**config.mk**
```make
export PLATFORM = sky130hd
export DESIGN_NAME = sync_pair_join
export DESIGN_NICKNAME = d
export VERILOG_FILES = /design/src/rtl/sync_pair_join.sv
export SDC_FILE = /design/constraint.sdc
export NUM_CORES = 1
export LEC_CHECK = 0
export ABC_AREA = 0
export CORE_ASPECT_RATIO = 0.75
export CORE_MARGIN = 2
export CORE_UTILIZATION = 53
export CTS_CLUSTER_DIAMETER = 50
export CTS_CLUSTER_SIZE = 24
export DETAILED_ROUTE_END_ITERATION = 8
export GPL_TIMING_DRIVEN = 1
export PLACE_DENSITY = 0.76
export SETUP_SLACK_MARGIN = 0.2
export SYNTH_ARGS = -nofsm -noshare
export SYNTH_HDL_FRONTEND = slang
export SYNTH_SLANG_ARGS = --single-unit
export TNS_END_PERCENT = 10
```
**constraint.sdc**
```tcl
create_clock -name clk -period 7.1 [get_ports clk]
set_clock_uncertainty 0.2 [all_clocks]
set_input_delay 1.065 -clock clk [delete_from_list [all_inputs] [get_ports clk]]
set_output_delay 1.065 -clock clk [all_outputs]
set_load 0.02 [all_outputs]
```
**src/rtl/sync_pair_join.sv**
```systemverilog
// sync_pair_join: buffers two branches and joins one token from each into {in2, in1}.
// Latency: result valid FL cycles after the pair pop; next pop no earlier than BL+1 cycles after the output handshake.
// Backpressure: each branch deasserts ready when its FIFO is full; out_ready low holds the result in SEND.

// Per-branch FIFO: in-order storage, push and pop independent, no full bypass.
// Latency: a push at edge E is visible at the head from edge E+1.
// Backpressure: full is raised from the current count; the caller must not push when full.
module sync_pair_join_fifo #(
    parameter int WIDTH = 8,
    parameter int DEPTH = 4
) (
    input  logic             clk,
    input  logic             rst_n,
    input  logic [WIDTH-1:0] push_data,
    input  logic             push,
    input  logic             pop,
    output logic [WIDTH-1:0] head,
    output logic             full,
    output logic             empty
);
    localparam int AW = $clog2(DEPTH);
    localparam int CW = AW + 1;
    localparam logic [CW-1:0] FULL_CNT = CW'(DEPTH);

    logic [WIDTH-1:0] mem [DEPTH];
    logic [AW-1:0]    wr_ptr;
    logic [AW-1:0]    rd_ptr;
    logic [CW-1:0]    count;

    assign full  = (count == FULL_CNT);
    assign empty = (count == '0);
    assign head  = mem[rd_ptr];

    // Storage array needs no reset; only pointers and count define contents.
    always_ff @(posedge clk) begin
        if (push) begin
            mem[wr_ptr] <= push_data;
        end
    end

    // Pointers wrap naturally because DEPTH is a power of two.
    always_ff @(posedge clk) begin
        if (!rst_n) begin
            wr_ptr <= '0;
            rd_ptr <= '0;
            count  <= '0;
        end else begin
            if (push) begin
                wr_ptr <= wr_ptr + AW'(1);
            end
            if (pop) begin
                rd_ptr <= rd_ptr + AW'(1);
            end
            case ({push, pop})
                2'b10:   count <= count + CW'(1);
                2'b01:   count <= count - CW'(1);
                default: count <= count;
            endcase
        end
    end
endmodule

module sync_pair_join #(
    parameter int WIDTH = 8,
    parameter int DEPTH = 4,
    parameter int FL    = 2,
    parameter int BL    = 4
) (
    input  logic               clk,
    input  logic               rst_n,
    input  logic [WIDTH-1:0]   in1_data,
    input  logic               in1_valid,
    output logic               in1_ready,
    input  logic [WIDTH-1:0]   in2_data,
    input  logic               in2_valid,
    output logic               in2_ready,
    output logic [2*WIDTH-1:0] out_data,
    output logic               out_valid,
    input  logic               out_ready,
    output logic [15:0]        join_count
);
    typedef enum logic [1:0] {IDLE, WAIT_FL, SEND, WAIT_BL} state_t;

    state_t           state;
    logic [3:0]       timer;
    logic             full1;
    logic             full2;
    logic             empty1;
    logic             empty2;
    logic [WIDTH-1:0] head1;
    logic [WIDTH-1:0] head2;
    logic             push1;
    logic             push2;
    logic             pop_pair;

    assign in1_ready = rst_n && !full1;
    assign in2_ready = rst_n && !full2;
    assign push1     = in1_valid && in1_ready;
    assign push2     = in2_valid && in2_ready;
    // Both heads leave together, and only while idle; a lone token waits for its partner.
    assign pop_pair  = (state == IDLE) && !empty1 && !empty2;

    sync_pair_join_fifo #(.WIDTH(WIDTH), .DEPTH(DEPTH)) u_fifo1 (
        .clk       (clk),
        .rst_n     (rst_n),
        .push_data (in1_data),
        .push      (push1),
        .pop       (pop_pair),
        .head      (head1),
        .full      (full1),
        .empty     (empty1)
    );

    sync_pair_join_fifo #(.WIDTH(WIDTH), .DEPTH(DEPTH)) u_fifo2 (
        .clk       (clk),
        .rst_n     (rst_n),
        .push_data (in2_data),
        .push      (push2),
        .pop       (pop_pair),
        .head      (head2),
        .full      (full2),
        .empty     (empty2)
    );

    // Join sequencing: pop pair, wait FL, present until taken, wait BL, repeat.
    always_ff @(posedge clk) begin
        if (!rst_n) begin
            state      <= IDLE;
            timer      <= '0;
            out_data   <= '0;
            out_valid  <= 1'b0;
            join_count <= '0;
        end else begin
            case (state)
                IDLE: begin
                    if (pop_pair) begin
                        out_data <= {head2, head1};
                        if (FL == 0) begin
                            state     <= SEND;
                            out_valid <= 1'b1;
                        end else begin
                            timer <= 4'(FL);
                            state <= WAIT_FL;
                        end
                    end
                end
                WAIT_FL: begin
                    timer <= timer - 4'd1;
                    if (timer == 4'd1) begin
                        state     <= SEND;
                        out_valid <= 1'b1;
                    end
                end
                SEND: begin
                    if (out_valid && out_ready) begin
                        out_valid  <= 1'b0;
                        join_count <= join_count + 16'd1;
                        if (BL == 0) begin
                            state <= IDLE;
                        end else begin
                            timer <= 4'(BL);
                            state <= WAIT_BL;
                        end
                    end
                end
                WAIT_BL: begin
                    timer <= timer - 4'd1;
                    if (timer == 4'd1) begin
                        state <= IDLE;
                    end
                end
                default: state <= IDLE;
            endcase
        end
    end
endmodule
```
==> run metrics <==
count of hold-fix buffers inserted at cts 0; Hold Crit Class reg2reg; antenna violations before repair 0; total clock sinks between 100 and 150; CTS H-tree depth 4; DRT iter0 DRCs 117; Die H between 80 and 90 um; CTS tree yes; Seq/Total Area, Yosys about three fifths; global placement routability congestion 0.830; Max Slew Vio Count 0; nature of the critical path startpoint input pin; Syn Nets roughly 430; Overall Global Routing Usage 20.0%; Reg area between 2000 and 3000 um2; CP cell instances clkdlybuf4s50_1 -> clkinv_1 -> buf_4 -> a21oi_1 -> clkdlybuf4s50_1; CTS Buf Count 17; first-pass GRT wire length about 15 mm; post-synthesis simple-gate area fraction 11.9%; f_max 208 MHz; full die area between 10000 and 15000 um2; Initial Util about 54%; Max transition margin around half; Residual DRC 0; multi-input logic area approximately 1700 um2; Tightest Pin Transition 0.778 ns; post-synthesis xor/xnor area fraction 3.23%; outcome finished, final reports clean; synth unique cells 42; Final ANT Viol Nets 0; Longest Clk Path Bufs 2; crit-path max cell delay about 0.71 ns; Detail Placement HPWL a little over 6 mm; complex-gate fraction of the synthesized area a little over 6%; grt total ovfl 0; final-report hold violation count 0; leak pwr between 0.002 and 0.0025 uW; pwr dens ~340 nW/um2; VDD IR max roughly 210 uV; vias in the first global route 3042; Yosys reg bits roughly 120; critical-path maximum fanout 34; Post-Syn Area 4880 um2; CP max-delay cell clkdlybuf4s50_1; Port Buffers 55; Sw Share a little over a quarter; post-CTS setup buffer count 0; Seq pwr share approximately two fifths; Crit. End Element output port; Wirelength per Cell 16.4 um; setup_tns 0 ns; max cap viols 0; clock share of power approximately 44%; Filler cells roughly 640; clk_lat worst skew between 0.4 and 0.5 ns; Design Power approximately 2100 uW; cell mode on critical path clkdlybuf4s50_1; largest net degree at the start of global routing 35; Worst-path clk slew ~0.050 ns; combinational share of power between 10% and 20%; CP Data Arrival Time between 3 and 4 ns; Top delay family on crit path buffers and inverters; Post-Synthesis Cells 385; share of cells above drive strength 1 roughly 12%; CP Class in2out; CP required slightly below 6 ns; multiplexer share of the synthesized area about 8.6%; Syn. warnings 0; row cnt 30; Ant. Diodes 0; # setup viols final 0; Syn Area/Cell 12.7 um2; Die W ~110 um; PostCTS Resize Cnt 0; Area Growth Syn to Fin 25.3%; Root Driver clkbuf_16; via count about 3000; unrepaired setup endpoints after global routing no; switching pwr 547 uW; crit path time final a little under 5 ns; Int Pwr between 1500 and 2000 uW; fin nets about 490; period utilization just under 70%; adder-cell share of the synthesized area under 10%; main combinational cell family by area after synthesis simple AND/OR/NAND/NOR gates; Worst Path Buf+Inv 4; Via density 5.41; Detailed Route WL between 9 and 10 mm; CORE AREA ~9000 um2; I/O pin total 56; drt pass-1 iters 4
-- flip-flops by register name, summed over array words and instances (netlist names) --
signal          count
timer               4
join_count         16
out_valid           1
u_fifo2.wr_ptr      2
u_fifo1.wr_ptr      2
u_fifo2.mem        32
u_fifo1.count       3
state               2
u_fifo1.rd_ptr      2
u_fifo2.count       3
out_data           16
u_fifo2.rd_ptr      2
u_fifo1.mem        32
-- stage by stage --
step	hold slack, ns	instances	util, %	cell area [um2]	setup slack (ns)
floorplan	0.265	385	-	4880	4.05
global placement	0.251	538	61.0	5490	2.36
detailed placement	0.250	538	61.0	5490	2.23
CTS	0.257	570	67.9	6120	2.23
global route	0.271	570	67.9	6120	2.11
finish	0.254	570	67.9	6120	2.28
-- power by group through the flow --
stage	clock network, uW	logic (uW)	registers (uW)
2_1_floorplan	0	239	822
3_3_place_gp	0	316	832
3_5_place_dp	0	327	836
4_1_cts	913	330	822
5_1_grt	944	366	828
6_report	905	328	821
-- per-layer routing --
metal	GRT usage (%)	vias up	wire length [um]
li1	-	1506	-
met1	26.3	1496	4300
met2	31.0	74	4460
met3	7.31	10	474
met4	7.01	0	89
met5	0	-	0
-- logic make-up (layout without fill, tap and decap cells) --
logic type | Yosys count | count (layout)
and+or+nand+nor | 119 | 119
DFF | 117 | 117
muxes | 22 | 22
xor gates and xnor gates | 18 | 18
adders and majority gates | 20 | 20
buffers and inverters | 38 | 111
AOI/OAI and AO/OA | 51 | 51
-- Yosys cell counts (all sizes together) --
master / instances / share of area [%]
a211oi: 1 / 0.26
a21boi: 1 / 0.15
a21oi: 31 / 3.2
a2bb2oi: 1 / 0.18
a311o: 1 / 0.20
and2: 9 / 1.2
and3: 2 / 0.26
and4: 2 / 0.36
buf: 7 / 0.79
clkbuf: 8 / 1.0
clkinv: 1 / 0.077
dfxtp: 53 / 22
edfxtp: 64 / 39
fa: 2 / 0.82
ha: 18 / 4.6
inv: 22 / 1.7
mux2i: 6 / 1.2
mux4: 16 / 7.4
nand2: 46 / 3.5
nand2b: 2 / 0.26
nand3: 8 / 1.2
nand3b: 1 / 0.15
nand4: 6 / 0.77
nor2: 28 / 2.2
nor3: 3 / 0.31
nor3b: 1 / 0.15
nor4b: 1 / 0.18
o21ai: 6 / 0.61
o22ai: 2 / 0.26
o311a: 2 / 0.44
o31ai: 6 / 0.92
or3: 6 / 0.79
or4: 4 / 0.61
xnor2: 4 / 0.72
xor2: 14 / 2.5
-- tightest hold or removal path, stage by stage (launching register included) --
cell and delay, ns:
dfxtp_1 0.30, nand2_1 0.05, a21oi_1 0.05
-- worst paths after layout --
| check | start | cells after the start | slack [ns] | endpoint |
|---|---|---|---|---|
| worst min-delay path | out_data[12] | 2 | 0.25 | out_data[12] |
| worst min register to register | out_data[12] | 2 | 0.25 | out_data[12] |
| worst max register to register | state[0] | 10 | 3.25 | u_fifo2.count[2] |
| worst max-delay path | rst_n | 5 | 2.28 | in1_ready |
-- cell usage in the layout (no fill, tap or decap), types with 2 or more instances in the layout --
cell | synthesis | layout
xnor2_1 | 4 | 4
clkinv_4 | 0 | 4
dfxtp_1 | 53 | 53
nor3_1 | 3 | 3
or4_1 | 4 | 4
o22ai_1 | 2 | 2
edfxtp_1 | 64 | 64
mux2i_1 | 6 | 6
nand3_1 | 6 | 6
clkinv_2 | 0 | 2
and2_1 | 9 | 9
mux4_2 | 16 | 16
clkinv_1 | 1 | 2
and4_1 | 2 | 2
a21oi_1 | 31 | 31
or3_1 | 5 | 5
inv_6 | 0 | 3
bufinv_16 | 0 | 4
nand2_1 | 46 | 46
inv_1 | 22 | 22
ha_1 | 18 | 18
o21ai_0 | 6 | 6
and3_1 | 2 | 2
fa_1 | 2 | 2
xor2_1 | 14 | 14
clkdlybuf4s50_1 | 0 | 55
nor2_1 | 28 | 28
clkbuf_16 | 0 | 17
nand4_1 | 6 | 6
nand2b_1 | 2 | 2
o31ai_1 | 6 | 6
-- area by class of cell --
class | instances | share of cell area (%)
Multi-Input combinational cell | 230 | 28.2
Sequential cell | 117 | 48.7
Tap cell | 112 | 2.29
Timing Repair Buffer | 56 | 9.12
Clock buffer | 17 | 6.95
Clock inverter | 15 | 3.31
Inverter | 23 | 1.41
(Power assumes the default switching activity.)
